`config.mk`:
```
export PLATFORM = sky130hd
export DESIGN_NAME = uart_mmio
export DESIGN_NICKNAME = d
export VERILOG_FILES = /design/src/rtl/uart_mmio.sv
export SDC_FILE = /design/constraint.sdc
export NUM_CORES = 1
export LEC_CHECK = 0
export CAP_MARGIN = 10
export CORE_MARGIN = 4
export CORE_UTILIZATION = 30
export DETAILED_ROUTE_END_ITERATION = 10
export PLACE_DENSITY = 0.52
export SLEW_MARGIN = 10
export SYNTH_ARGS = -nofsm -noshare
export SYNTH_HDL_FRONTEND = slang
export SYNTH_SLANG_ARGS = --single-unit
```
`constraint.sdc`:
```
create_clock -name clk -period 9.67 [get_ports clk]
set_input_delay 0.967 -clock clk [delete_from_list [all_inputs] [get_ports clk]]
set_output_delay 0.967 -clock clk [all_outputs]
set_load 0.02 [all_outputs]
```
`src/rtl/uart_mmio.sv`:
```
// Memory-mapped full-duplex UART: TX FIFO plus frame serialiser, synchronised mid-bit
// RX deserialiser with a one-byte holding register, runtime 16-bit baud divisor.
module uart_mmio #(
  parameter int unsigned DIV_DEFAULT = 104,
  parameter int unsigned DATA_BITS   = 8,
  parameter int unsigned STOP_BITS   = 1,
  parameter int unsigned PARITY_EN   = 0,
  parameter int unsigned PARITY_ODD  = 0,
  parameter int unsigned FIFO_DEPTH  = 4
) (
  input  logic       clk,
  input  logic       reset,
  input  logic       writeEnable,
  input  logic       readEnable,
  input  logic [1:0] regSelect,
  input  logic [7:0] writeData,
  input  logic       rx,
  output logic       tx,
  output logic [7:0] Data
);
  localparam int CW = $clog2(FIFO_DEPTH);
  localparam int NW = CW + 1;
  localparam logic PAR_ODD = (PARITY_ODD != 0);

  typedef enum logic [2:0] {S_IDLE, S_START, S_DATA, S_PARITY, S_STOP} state_e;

  // Bus: a write strobe takes effect on the posedge where it is sampled high; reads are
  // a pure combinational mux, and readEnable only matters at DATA, where it consumes rx_valid.
  logic [DATA_BITS-1:0] mem_q [FIFO_DEPTH];
  logic [CW-1:0] wr_ptr_q, wr_ptr_d, rd_ptr_q, rd_ptr_d;
  logic [NW-1:0] count_q, count_d;
  logic [15:0] div_q, div_d, div_eff;
  logic fifo_full, fifo_empty, push, pop;

  state_e tx_state_q, tx_state_d;
  logic [15:0] tdiv_q, tdiv_d, tcnt_q, tcnt_d;
  logic [2:0] tbit_q, tbit_d;
  logic [DATA_BITS-1:0] tshift_q, tshift_d, fifo_head;
  logic tpar_q, tpar_d, tx_q, tx_d, tx_tick;

  state_e rx_state_q, rx_state_d;
  logic rx_meta_q, rx_meta_d, rx_sync_q, rx_sync_d;
  logic [15:0] rdiv_q, rdiv_d, rcnt_q, rcnt_d;
  logic [2:0] rbit_q, rbit_d;
  logic [DATA_BITS-1:0] rshift_q, rshift_d, rx_buf_q, rx_buf_d;
  logic rperr_q, rperr_d, rx_tick, rx_half;
  logic frame_done, set_perr, set_ferr, set_ovr;
  logic rx_valid_q, rx_valid_d, overrun_q, overrun_d;
  logic parity_err_q, parity_err_d, frame_err_q, frame_err_d;
  logic rd_data, valid_eff;
  logic [7:0] clr;

  assign div_eff    = (div_q < 16'd2) ? 16'd2 : div_q;
  assign fifo_full  = (count_q == NW'(FIFO_DEPTH));
  assign fifo_empty = (count_q == '0);
  assign fifo_head  = mem_q[rd_ptr_q];
  assign push       = writeEnable && (regSelect == 2'd0) && !fifo_full;
  assign tx_tick    = (tcnt_q == tdiv_q - 16'd1);
  assign rx_tick    = (rcnt_q == rdiv_q - 16'd1);
  assign rx_half    = (rcnt_q == (rdiv_q >> 1) - 16'd1);
  assign tx         = tx_q;

  // TX serialiser; tx is registered from the next-state values so it never glitches.
  always_comb begin
    tx_state_d = tx_state_q;
    tdiv_d     = tdiv_q;
    tcnt_d     = tcnt_q;
    tbit_d     = tbit_q;
    tshift_d   = tshift_q;
    tpar_d     = tpar_q;
    pop        = 1'b0;
    if (tx_state_q == S_IDLE) begin
      if (!fifo_empty) begin
        pop        = 1'b1;
        tshift_d   = fifo_head;
        tpar_d     = (^fifo_head) ^ PAR_ODD;
        tdiv_d     = div_eff;
        tcnt_d     = '0;
        tbit_d     = '0;
        tx_state_d = S_START;
      end
    end else if (!tx_tick) begin
      tcnt_d = tcnt_q + 16'd1;
    end else begin
      tcnt_d = '0;
      case (tx_state_q)
        S_START: begin
          tx_state_d = S_DATA;
          tbit_d     = '0;
        end
        S_DATA: begin
          if (tbit_q == 3'(DATA_BITS - 1)) begin
            tx_state_d = (PARITY_EN != 0) ? S_PARITY : S_STOP;
            tbit_d     = '0;
          end else begin
            tbit_d   = tbit_q + 3'd1;
            tshift_d = tshift_q >> 1;
          end
        end
        S_PARITY: begin
          tx_state_d = S_STOP;
          tbit_d     = '0;
        end
        S_STOP: begin
          if (tbit_q == 3'(STOP_BITS - 1)) tx_state_d = S_IDLE;
          else                             tbit_d     = tbit_q + 3'd1;
        end
        default: tx_state_d = S_IDLE;
      endcase
    end
    case (tx_state_d)
      S_START:  tx_d = 1'b0;
      S_DATA:   tx_d = tshift_d[0];
      S_PARITY: tx_d = tpar_d;
      default:  tx_d = 1'b1;
    endcase
  end

  // RX deserialiser; samples are taken half a bit after the first low sample, then every bit.
  always_comb begin
    rx_meta_d  = rx;
    rx_sync_d  = rx_meta_q;
    rx_state_d = rx_state_q;
    rdiv_d     = rdiv_q;
    rcnt_d     = rcnt_q;
    rbit_d     = rbit_q;
    rshift_d   = rshift_q;
    rperr_d    = rperr_q;
    frame_done = 1'b0;
    set_perr   = 1'b0;
    set_ferr   = 1'b0;
    case (rx_state_q)
      S_IDLE: begin
        if (!rx_sync_q) begin
          rx_state_d = S_START;
          rdiv_d     = div_eff;
          rcnt_d     = '0;
          rperr_d    = 1'b0;
        end
      end
      S_START: begin
        if (rx_half) begin
          rcnt_d     = '0;
          rbit_d     = '0;
          rx_state_d = rx_sync_q ? S_IDLE : S_DATA;
        end else rcnt_d = rcnt_q + 16'd1;
      end
      S_DATA: begin
        if (rx_tick) begin
          rcnt_d   = '0;
          rshift_d = {rx_sync_q, rshift_q[DATA_BITS-1:1]};
          if (rbit_q == 3'(DATA_BITS - 1)) begin
            rx_state_d = (PARITY_EN != 0) ? S_PARITY : S_STOP;
            rbit_d     = '0;
          end else rbit_d = rbit_q + 3'd1;
        end else rcnt_d = rcnt_q + 16'd1;
      end
      S_PARITY: begin
        if (rx_tick) begin
          rcnt_d     = '0;
          rperr_d    = (rx_sync_q != ((^rshift_q) ^ PAR_ODD));
          rx_state_d = S_STOP;
        end else rcnt_d = rcnt_q + 16'd1;
      end
      S_STOP: begin
        if (rx_tick) begin
          frame_done = 1'b1;
          set_ferr   = !rx_sync_q;
          set_perr   = rperr_q;
          rx_state_d = S_IDLE;
        end else rcnt_d = rcnt_q + 16'd1;
      end
      default: rx_state_d = S_IDLE;
    endcase
  end

  // Register file; a flag set on the same edge as its clear wins.
  always_comb begin
    rd_data   = readEnable && (regSelect == 2'd0);
    valid_eff = rx_valid_q && !rd_data;
    clr       = (writeEnable && (regSelect == 2'd1)) ? writeData : 8'h00;
    set_ovr   = frame_done && valid_eff;
    rx_valid_d = valid_eff;
    rx_buf_d   = rx_buf_q;
    if (frame_done && !valid_eff) begin
      rx_valid_d = 1'b1;
      rx_buf_d   = rshift_q;
    end
    overrun_d    = (overrun_q    & ~clr[3]) | set_ovr;
    parity_err_d = (parity_err_q & ~clr[4]) | set_perr;
    frame_err_d  = (frame_err_q  & ~clr[5]) | set_ferr;
    div_d = div_q;
    if (writeEnable && (regSelect == 2'd2)) div_d[7:0]  = writeData;
    if (writeEnable && (regSelect == 2'd3)) div_d[15:8] = writeData;
    wr_ptr_d = wr_ptr_q + CW'(push);
    rd_ptr_d = rd_ptr_q + CW'(pop);
    count_d  = count_q + NW'(push) - NW'(pop);
    case (regSelect)
      2'd0:    Data = 8'(rx_buf_q);
      2'd1:    Data = {1'b0, (tx_state_q != S_IDLE), frame_err_q, parity_err_q,
                       overrun_q, rx_valid_q, fifo_empty, fifo_full};
      2'd2:    Data = div_q[7:0];
      default: Data = div_q[15:8];
    endcase
  end

  always_ff @(posedge clk) begin
    if (push) mem_q[wr_ptr_q] <= writeData[DATA_BITS-1:0];
  end

  always_ff @(posedge clk) begin
    if (reset) begin
      wr_ptr_q <= '0;  rd_ptr_q <= '0;  count_q <= '0;
      div_q <= 16'(DIV_DEFAULT);
      tx_state_q <= S_IDLE;  tdiv_q <= 16'd2;  tcnt_q <= '0;  tbit_q <= '0;
      tshift_q <= '0;  tpar_q <= 1'b0;  tx_q <= 1'b1;
      rx_meta_q <= 1'b1;  rx_sync_q <= 1'b1;
      rx_state_q <= S_IDLE;  rdiv_q <= 16'd2;  rcnt_q <= '0;  rbit_q <= '0;
      rshift_q <= '0;  rperr_q <= 1'b0;  rx_buf_q <= '0;
      rx_valid_q <= 1'b0;  overrun_q <= 1'b0;  parity_err_q <= 1'b0;  frame_err_q <= 1'b0;
    end else begin
      wr_ptr_q <= wr_ptr_d;  rd_ptr_q <= rd_ptr_d;  count_q <= count_d;
      div_q <= div_d;
      tx_state_q <= tx_state_d;  tdiv_q <= tdiv_d;  tcnt_q <= tcnt_d;  tbit_q <= tbit_d;
      tshift_q <= tshift_d;  tpar_q <= tpar_d;  tx_q <= tx_d;
      rx_meta_q <= rx_meta_d;  rx_sync_q <= rx_sync_d;
      rx_state_q <= rx_state_d;  rdiv_q <= rdiv_d;  rcnt_q <= rcnt_d;  rbit_q <= rbit_d;
      rshift_q <= rshift_d;  rperr_q <= rperr_d;  rx_buf_q <= rx_buf_d;
      rx_valid_q <= rx_valid_d;  overrun_q <= overrun_d;
      parity_err_q <= parity_err_d;  frame_err_q <= frame_err_d;
    end
  end
endmodule

```
Word-level counts from Yosys, hierarchy flattened
Memory sizes are Yosys's and may differ from the RTL's. A register that Yosys moved wholly into a read port is not among the register bits.
Index checks and enable logic that the tools add are counted.
- memories: 1
- register bits after elaboration: 132
- RAM bits: 32
- logic and storage cells: 177
- bits of input ports: 15
- add/subtract/negate cells: 11
- equality and inequality tests: 31
- bitwise logic cells: 11
- reductions and logical operators: 38
- multiplexer cells: 58
- magnitude comparators: 1
- memories (memory ; depth ; width ; read ports ; clocked after memory_dff ; wr ports ; line ; RTL):
    mem_q ; 4 ; 8 ; 1 ; 1 ; 1 ; 29 ; logic [DATA_BITS-1:0] mem_q [FIFO_DEPTH];
- operators by type and width (cell ; number):
    $mux W16 ; 8
    $pmux W16 S4 ; 1
    $mux W3 ; 19
    $eq A16 B16 Y1 ; 3
    $mux W8 ; 5
    $add A16 B1 Y16 const B ; 2
    $sub A16 B1 Y16 const B ; 2
    $pmux W8 S3 ; 1
    $eq A3 B2 Y1 const B ; 6
    $ne A2 B2 Y1 const B ; 9
    $lt A16 B2 Y1 const B ; 1
    $reduce_xor A8 Y1 ; 2
    $sub A15 B1 Y16 const B ; 1
    $eq A3 B3 Y1 const B ; 5
    $mux W1 ; 15
    $pmux W3 S5 ; 1
    $logic_not A3 Y1 ; 4
    $pmux W3 S4 ; 1
    $eq A3 B1 Y1 const B ; 3
    $logic_and A1 B1 Y1 ; 9
    $pmux W3 S3 ; 1
    $reduce_and A3 Y1 ; 3
    $reduce_and A4 Y1 ; 2
    $reduce_bool A2 Y1 ; 4
    23 further kinds ; 42

Longest topological paths before layout
Gate-level depths: netlist of run 1.
- word-level depth: 7
- depth in mapped cells: 14

Worst setup path after synthesis of run 1
No wires, ideal clock.
- path kind: flip-flop to flip-flop
- from: reg rdiv_q[1]
- to: reg rx_buf_q[1]
- required time: 9.542 ns
- arrival: 3.233 ns
- path slack: 6.310 ns
- cell stages (with the launch flop): 12
- period minus slack after synthesis: 3.360 ns
- path buffers: 1
- path through: dfxtp_1 > inv_1 > ha_1 > buf_2 > or4b_4 > or4_1 > a2111oi_0 > o2111ai_1 > or2_2 > nor2_8 > mux2i_1 > nor2_1
- cells in the longest elaborated chain, start to end: 5
- RTL lines (item ; line ; RTL):
    start, declared ; 43 ; logic [15:0] rdiv_q, rdiv_d, rcnt_q, rcnt_d;
    start signal, assigned ; 227 ; rx_state_q <= rx_state_d; rdiv_q <= rdiv_d; rcnt_q <= rcnt_d; rbit_q <= rbit_d;
    $sub A16 B1 Y16 ; 59 ; assign rx_tick = (rcnt_q == rdiv_q - 16'd1);
    $eq A16 B16 Y1 ; 59 ;
    $mux W1 ; 166 ; if (rx_tick) begin
    $mux W1 ; 132 ; case (rx_state_q)
    $logic_and A1 B1 Y1 ; 185 ; if (frame_done && !valid_eff) begin
    end signal, assigned ; 228 ; rshift_q <= rshift_d; rperr_q <= rperr_d; rx_buf_q <= rx_buf_d;
    end, declared ; 45 ; logic [DATA_BITS-1:0] rshift_q, rshift_d, rx_buf_q, rx_buf_d;
No other way between the ends.
A chain may end at the register's enable or synchronous reset.

Final worst setup path of run 1
- from: reg rdiv_q[1]
- to: reg rcnt_q[12]
- cells in the longest elaborated chain, start to end: 4
- RTL lines (item ; line):
    $sub A16 B1 Y16 or $sub A15 B1 Y16 (tied branches) ; 59, 60
    $eq A16 B16 Y1, on equally long branches ; 59, 60
    $mux W16 (tied with other cells) ; 149, 159
    $pmux W16 S4 or $reduce_and A3 Y1 (tied branches) ; --
    end signal, assigned ; 227
    end, declared ; 43
Parallel ways exist; a longest one is shown, timed or not.

==> impl_metrics.sql, run 1 <==
INSERT INTO impl_metrics (metric_group, metric, value, unit) VALUES
('global_route', 'global_route_track_usage_on_met2', '21.63', '%'),
('setup_path', 'worstPathMaxFanout', '14', ''),
('routing', 'total_wirelength_of_the_detailed_routed_design', '21550', 'um'),
('routing', 'drt_pre_antenna_iters', '5', ''),
('floorplanning', 'design.die.area', '32590', 'um2'),
('timing', 'report.final.setup_viol', '0', ''),
('clocking', 'clock_tree.root_cell', 'sky130_fd_sc_hd__clkbuf_16', ''),
('setup_path', 'r2r_start', 'rdiv_q[1]', ''),
('global_route', 'overflow', '0', ''),
('routing', 'drt_iter0_drc', '430', ''),
('run_status', 'outcome', 'completed', ''),
('routing', 'detail_route.drc_violations', '0', ''),
('logic_synthesis', 'muxShareOfSynthArea', '7.637', '%'),
('clocking', 'clk-insertion-delay-late', '0.44', 'ns'),
('global_route', 'grt_max_degree', '69', ''),
('run', 'max-cap-violations', '0', ''),
('logic_synthesis', 'synth-xor-area-share', '6.867', '%'),
('timing', 'top_achievable_clock_speed', '0.2266', 'GHz'),
('logic_synthesis', 'postSynthCellCount', '1011', ''),
('logic_synthesis', 'synth_top_cell_area_share', '29.60', '%'),
('place', 'gp_congestion', '0.8112', ''),
('setup_path', 'timing.critical_path.mode_cell', 'sky130_fd_sc_hd__nand3_1', ''),
('final_layout', 'leading_cell_type_in_the_layout_fill_and_taps_excluded', 'sky130_fd_sc_hd__dfxtp_1', ''),
('logic_synthesis', 'synth_seq_cells', '164', ''),
('setup_path', 'critPathKind', 'reg -> reg', ''),
('logic_synthesis', 'post_synth_and_or_nand_nor_area_fraction', '23.77', '%'),
('setup_path', 'r2r_setup_slack', '5.26', 'ns'),
('final_layout', 'final_core_area_utilization', '34.57', '%'),
('setup_path', 'worstPathCellList', 'inv_1 > ha_1 > or4b_4 > or4_1 > a2111oi_0 > o2111ai_1 > nand3_1 > nand3_1 > nand3b_1 > o31ai_1', ''),
('floorplanning', 'ios', '24', ''),
('logic_synthesis', 'synth_compound_area_share', '15.02', '%'),
('logic_synthesis', 'largest_family_of_logic_cells_by_synthesized_area', 'simple AND/OR/NAND/NOR gates', ''),
('global_route', 'groute.layer.met3.usage', '2.019', '%'),
('final_layout', 'layout_cell_share_with_drive_strength_beyond_1', '8.882', '%'),
('clocking', 'clk_pin_slew', '0.07', 'ns'),
('floorplanning', 'core.rowCount', '62', ''),
('setup_path', 'r2r_end', 'rcnt_q[12]', ''),
('setup_path', 'crit_path_max_incr_delay', '0.65', 'ns'),
('timing', 'timing.final.hold_violations', '0', ''),
('timing', 'fin_worst_skew', '0.01520', 'ns'),
('logic_synthesis', 'synth_largest_area_cell', 'sky130_fd_sc_hd__dfxtp_1', ''),
('routing', 'ant_nets', '0', ''),
('setup_path', 'data_required_time_of_the_critical_path', '9.97', 'ns'),
('logic_synthesis', 'synth_top_cells_by_area', 'sky130_fd_sc_hd__dfxtp_1 30%, sky130_fd_sc_hd__edfxtp_1 11%, sky130_fd_sc_hd__nand2_1 5.1%', ''),
('clocking', 'cts_htree_levels', '4', ''),
('timing', 'final-max-slew-violation-count', '0', ''),
('global_route', 'grt_busiest_layer', 'met2', ''),
('global_route', 'antenna_found_initial', '0', ''),
('final_layout', 'finalNetCount', '1019', ''),
('logic_synthesis', 'synth_edf_count', '32', ''),
('clocking', 'total_of_cells_resized_after_clock_tree_synthesis', '0', ''),
('floorplanning', 'die_h', '180.5', 'um'),
('final_layout', 'most-common-layout-cells', '132 x sky130_fd_sc_hd__dfxtp_1, 122 x sky130_fd_sc_hd__nand2_1, 101 x sky130_fd_sc_hd__nor2_1', ''),
('setup_path', 'setup.worst_path.start_class', 'register', ''),
('clocking', 'cts_inserted_buffers', '17', ''),
('logic_synthesis', 'syn-num-nets', '1041', ''),
('global_route', 'grt_pass1_wl', '35720', 'um'),
('final_layout', 'area_delta_synth_final', '12.35', '%'),
('logic_synthesis', 'synth.lib_cells_used.distinct', '75', ''),
('floorplanning', 'start_util', '30.77', '%'),
('clocking', 'postCtsSetupRepairBufs', '0', ''),
('power', 'power-per-cell-area', '205.0', 'nW/um2'),
('global_route', 'globalRouteMet1Util', '18.07', '%'),
('timing', 'final.period_utilization', '45.63', '%'),
('setup_path', 'setup.worst_path.end', 'rcnt_q[12]', ''),
('setup_path', 'cp_data_arrival_time', '4.71', 'ns'),
('routing', 'wl_per_cell', '15.55', 'um'),
('global_route', 'global_route.usage.total', '13.25', '%'),
('routing', 'vias', '7134', ''),
('logic_synthesis', 'ys_dominant_reg_cell', 'sky130_fd_sc_hd__dfxtp_1', ''),
('logic_synthesis', 'yosysWarnings', '0', '');
## metal layers
layer  share of wire (%)  wire length, um
met5                   0                0
met4                 1.5              318
met3                 3.3              705
met2                  47            10080
met1                  48            10440
## cell usage after synthesis (4+ instances only)
cell	instances
sky130_fd_sc_hd__nand2_1	122
sky130_fd_sc_hd__nand4_1	13
sky130_fd_sc_hd__ha_1	14
sky130_fd_sc_hd__nor4b_1	6
sky130_fd_sc_hd__a21oi_1	76
sky130_fd_sc_hd__a31oi_1	9
sky130_fd_sc_hd__a2111oi_0	4
sky130_fd_sc_hd__a211oi_1	4
sky130_fd_sc_hd__nand3_1	20
sky130_fd_sc_hd__nand2b_1	7
sky130_fd_sc_hd__edfxtp_1	32
sky130_fd_sc_hd__nor3b_1	19
sky130_fd_sc_hd__clkbuf_1	63
sky130_fd_sc_hd__nor2_1	101
sky130_fd_sc_hd__o31ai_1	16
sky130_fd_sc_hd__o21ai_0	27
sky130_fd_sc_hd__inv_1	22
sky130_fd_sc_hd__nor2b_1	17
sky130_fd_sc_hd__mux4_2	15
sky130_fd_sc_hd__mux2i_1	31
sky130_fd_sc_hd__a211o_1	5
sky130_fd_sc_hd__and2_1	6
sky130_fd_sc_hd__nor4_1	12
sky130_fd_sc_hd__and3_1	18
sky130_fd_sc_hd__dfxtp_1	132
sky130_fd_sc_hd__a22oi_1	16
sky130_fd_sc_hd__nor3_1	21
sky130_fd_sc_hd__nand4b_1	5
sky130_fd_sc_hd__buf_2	6
sky130_fd_sc_hd__a32oi_1	9
sky130_fd_sc_hd__xor2_1	26
sky130_fd_sc_hd__xnor2_1	44
sky130_fd_sc_hd__or2_2	9
sky130_fd_sc_hd__or3_1	7
sky130_fd_sc_hd__nand3b_1	7
## power by group
group | total, uW | internal [uW] | leakage, uW | switching, uW
sequential | 808 | 744 | 0.00136 | 64.2
combinational | 558 | 225 | 0.00182 | 334
clock | 690 | 352 | 0.000292 | 338
## registers in the layout, indices dropped and copies added (netlist names), 2 cells and up
name	cells
count_q	3
div_q	16
mem_q	32
rbit_q	3
rcnt_q	16
rd_ptr_q	2
rdiv_q	16
rshift_q	8
rx_buf_q	8
rx_state_q	3
tbit_q	3
tcnt_q	16
tdiv_q	16
tshift_q	8
tx_state_q	3
wr_ptr_q	2
## critical path: cells and delay by family (launching register included)
kind	cells	cell delay [ns]
buffers and inverters	1	0.09
AO/OA/AOI/OAI	3	1.14
flip-flops	1	0.35
adder cells (fa/ha/maj)	1	0.30
AND/OR/NAND/NOR	5	2.40
## cell families (layout without fill, tap and decap cells)
group / Yosys count / count (layout)
muxes: 49 / 49
xor gates and xnor gates: 70 / 70
buffers and inverters: 96 / 87
and+or+nand+nor: 411 / 411
adders and majority gates: 15 / 15
AOI/OAI and AO/OA: 206 / 206
DFF: 164 / 164
## how the worst min path moves through the flow
stage	startpoint	end	slack, ns	depth (start not counted)
after floorplan	rx_meta_q	rx_sync_q	0.39	1
after global placement	rx_meta_q	rx_sync_q	0.39	1
after detailed placement	rx_meta_q	rx_sync_q	0.40	1
after CTS	rx_meta_q	rx_sync_q	0.41	1
after global routing	rx_meta_q	rx_sync_q	0.45	1
final	rx_meta_q	rx_sync_q	0.41	1
## layout make-up
class	instances	area [um2]	share of cell area [%]
Clock buffer	17	425.4	4.241
Sequential cell	164	3603	35.92
Multi-Input combinational cell	751	4965	49.49
Tap cell	384	480.5	4.790
Clock inverter	15	175.2	1.746
Timing Repair Buffer	32	295.3	2.944
Inverter	23	86.33	0.8607
## metrics by stage
step           area, um2  worst slack [ns]  total power (uW)  instances
2_1_floorplan       8929             6.310              1244       1011
3_3_place_gp        9430             5.369              1379       1354
3_5_place_dp        9430             5.223              1383       1354
4_1_cts            10030             5.211              2078       1386
5_1_grt            10030             4.849              2181       1386
6_report           10030             5.257              2056       1386
Note: power is estimated with default switching activity, not from simulation.
==> run 2, diff against run 1 <==
Clock period 9.67 ns to 4.31 ns, I/O delays scaled along.
==> impl_metrics.sql, run 2 (same netlist as run 1, synthesis figures left out) <==
INSERT INTO impl_metrics (metric_group, metric, value, unit) VALUES
('global_route', 'grt_busiest_layer', 'met2', ''),
('global_route', 'global_route.usage.total', '13.24', '%'),
('timing', 'worst_max_slew_margin_expressed_relative_to_the_limit', '37.58', '%'),
('routing', 'viasPerCell', '5.115', ''),
('clocking', 'cts_inserted_buffers', '17', ''),
('clocking', 'clk_pin_slew', '0.08', 'ns'),
('setup_path', 'timing.critical_path.from', 'rdiv_q[1]', ''),
('setup_path', 'worstPathMaxFanout', '13', ''),
('global_route', 'globalRouteMet1Util', '18.92', '%'),
('timing', 'timing.final.hold_violations', '0', ''),
('timing', 'final-max-slew-violation-count', '0', ''),
('floorplanning', 'core.rowCount', '62', ''),
('final_layout', 'finalNetCount', '1030', ''),
('routing', 'drt_pre_antenna_iters', '7', ''),
('floorplanning', 'fp.dieW', '180.5', 'um'),
('timing', 'final_period_minus_worst_setup_slack', '3.863', 'ns'),
('power', 'power-per-cell-area', '468.8', 'nW/um2'),
('hold_path', 'timing.hold.worst.start', 'rx_meta_q', ''),
('routing', 'drt_iter0_drc', '361', ''),
('timing', 'report.final.setup_viol', '0', ''),
('floorplanning', 'design.die.area', '32590', 'um2'),
('floorplanning', 'ios', '24', ''),
('final_layout', 'largest-register', 'mem_q', ''),
('setup_path', 'setup.worst_path.start_class', 'register', ''),
('timing', 'top_achievable_clock_speed', '0.2588', 'GHz'),
('run', 'max-cap-violations', '0', ''),
('clocking', 'clock_tree.root_cell', 'sky130_fd_sc_hd__clkbuf_16', ''),
('routing', 'vias', '7146', ''),
('setup_path', 'critPathKind', 'reg -> reg', ''),
('floorplanning', 'core', '29010', 'um2'),
('global_route', 'grt_pass1_vias', '6730', ''),
('hold_path', 'holdCritPathClass', 'reg -> reg', ''),
('global_route', 'global_route_track_usage_on_met2', '21.04', '%'),
('global_route', 'grt_pass1_wl', '36120', 'um'),
('clocking', 'max-clock-path-buffers', '2', ''),
('timing', 'final_critical_path_setup_slack', '0.4466', 'ns'),
('timing', 'final.setup.tns', '0', 'ns'),
('power', 'total_power', '4760', 'uW'),
('place', 'dp.final_hpwl', '15330', 'um'),
('clocking', 'total_of_cells_resized_after_clock_tree_synthesis', '0', ''),
('timing', 'worst_tran_pin_value', '0.9280', 'ns'),
('floorplanning', 'start_util', '30.77', '%'),
('clocking', 'clk-insertion-delay-late', '0.44', 'ns'),
('setup_path', 'cp_data_arrival_time', '4.16', 'ns'),
('clocking', 'cts_tree', 'yes', ''),
('final_layout', 'layout_cell_share_with_drive_strength_beyond_1', '9.872', '%'),
('routing', 'ant_nets', '0', ''),
('final_layout', 'n_antenna_cell', '0', ''),
('place', 'gp_congestion', '0.8206', ''),
('final_layout', 'area_delta_synth_final', '13.73', '%'),
('setup_path', 'critPathCaptureType', 'register', ''),
('setup_path', 'r2r_start', 'rdiv_q[1]', ''),
('clocking', 'hold_buffers', '0', ''),
('clocking', 'cts_htree_levels', '4', ''),
('place', 'worst_slack_placed', '0.4853', 'ns'),
('global_route', 'grt_max_degree', '69', ''),
('power', 'cellLeakagePower', '0.003546', 'uW'),
('final_layout', 'largest_register_ffs', '32', ''),
('routing', 'detail_route.drc_violations', '0', ''),
('clocking', 'postCtsSetupRepairBufs', '0', ''),
('power', 'ir_drop', '303.4', 'uV'),
('timing', 'final.period_utilization', '89.64', '%'),
('clocking', 'cts.sinks', '164', ''),
('global_route', 'overflow', '0', ''),
('place', 'place.port_buffers', '23', ''),
('routing', 'wl_per_cell', '15.52', 'um'),
('global_route', 'groute.layer.met3.usage', '2.160', '%'),
('timing', 'fin_worst_skew', '0.01990', 'ns'),
('timing', 'grt_setup_unrepaired', 'false', ''),
('setup_path', 'r2r_setup_slack', '0.45', 'ns'),
('final_layout', 'leading_cell_type_in_the_layout_fill_and_taps_excluded', 'sky130_fd_sc_hd__dfxtp_1', ''),
('timing', 'final.hold.worst_slack', '0.4147', 'ns'),
('final_layout', 'most-common-layout-cells', '132 x sky130_fd_sc_hd__dfxtp_1, 122 x sky130_fd_sc_hd__nand2_1, 101 x sky130_fd_sc_hd__nor2_1', ''),
('final_layout', 'filler_cell_count', '3036', ''),
('floorplanning', 'die_h', '180.5', 'um'),
('setup_path', 'data_required_time_of_the_critical_path', '4.60', 'ns'),
('global_route', 'antenna_found_initial', '0', ''),
('run_status', 'outcome', 'completed', ''),
('routing', 'total_wirelength_of_the_detailed_routed_design', '21680', 'um');
-- run 2: changes by cell type in the layout (fill, tap and decap cells not counted), sizes merged --
cell | previous run | this run
clkinvlp | 1 | 0
clkinv | 5 | 3
buf | 10 | 21
inv | 32 | 35
-- run 2: final timing paths --
kind                             endpoint  cells after the start
worst min register to register  rx_sync_q                      1
worst min-delay path            rx_sync_q                      1
worst max-delay path            rcnt_q[6]                     11
worst max register to register  rcnt_q[6]                     11
-- run 2: area by class of cell --
cell class,instances,area [um2],share of cell area [%]
multi-input cells,751,4965,48.89
flip-flops and latches,164,3603,35.49
well taps,384,480.5,4.731
clock buffers,17,425.4,4.189
repair buffers,43,377.9,3.721
clock inverters,15,216.5,2.132
inverters,23,86.33,0.8502
-- run 2: stage by stage --
| stage | instances | area (um2) | utilization (%) |
|---|---|---|---|
| 3_5_place_dp | 1365 | 9513 | 32.79 |
| 6_report | 1397 | 10150 | 35.00 |
| 3_3_place_gp | 1365 | 9513 | 32.79 |
| 2_1_floorplan | 1011 | 8929 | - |
| 5_1_grt | 1397 | 10150 | 35.00 |
| 4_1_cts | 1397 | 10150 | 35.00 |
-- run 2: routing by layer --
| metal | up-vias | share of wire (%) |
|---|---|---|
| met5 | - | 0 |
| met4 | 0 | 0.95 |
| met3 | 16 | 2.6 |
| met2 | 102 | 47 |
| met1 | 3429 | 50 |
| li1 | 3599 | - |
-- run 2: power breakdown --
| group | total [uW] | internal, uW | switching, uW | leakage [uW] |
|---|---|---|---|---|
| Sequential | 1810 | 1670 | 146 | 0.00136 |
| Clock | 1640 | 827 | 812 | 0.000310 |
| Combinational | 1310 | 548 | 760 | 0.00188 |
-- run 2: critical path: stages, from the launching register on --
cell and delay, ns:
sky130_fd_sc_hd__dfxtp_1 0.35, sky130_fd_sc_hd__inv_1 0.09, sky130_fd_sc_hd__ha_1 0.32, sky130_fd_sc_hd__or4b_4 0.54
sky130_fd_sc_hd__or4_1 0.51, sky130_fd_sc_hd__a2111oi_0 0.63, sky130_fd_sc_hd__o2111ai_1 0.31, sky130_fd_sc_hd__buf_4 0.24
sky130_fd_sc_hd__nand3_1 0.08, sky130_fd_sc_hd__nand3_1 0.10, sky130_fd_sc_hd__nand3b_1 0.43, sky130_fd_sc_hd__o31ai_1 0.14
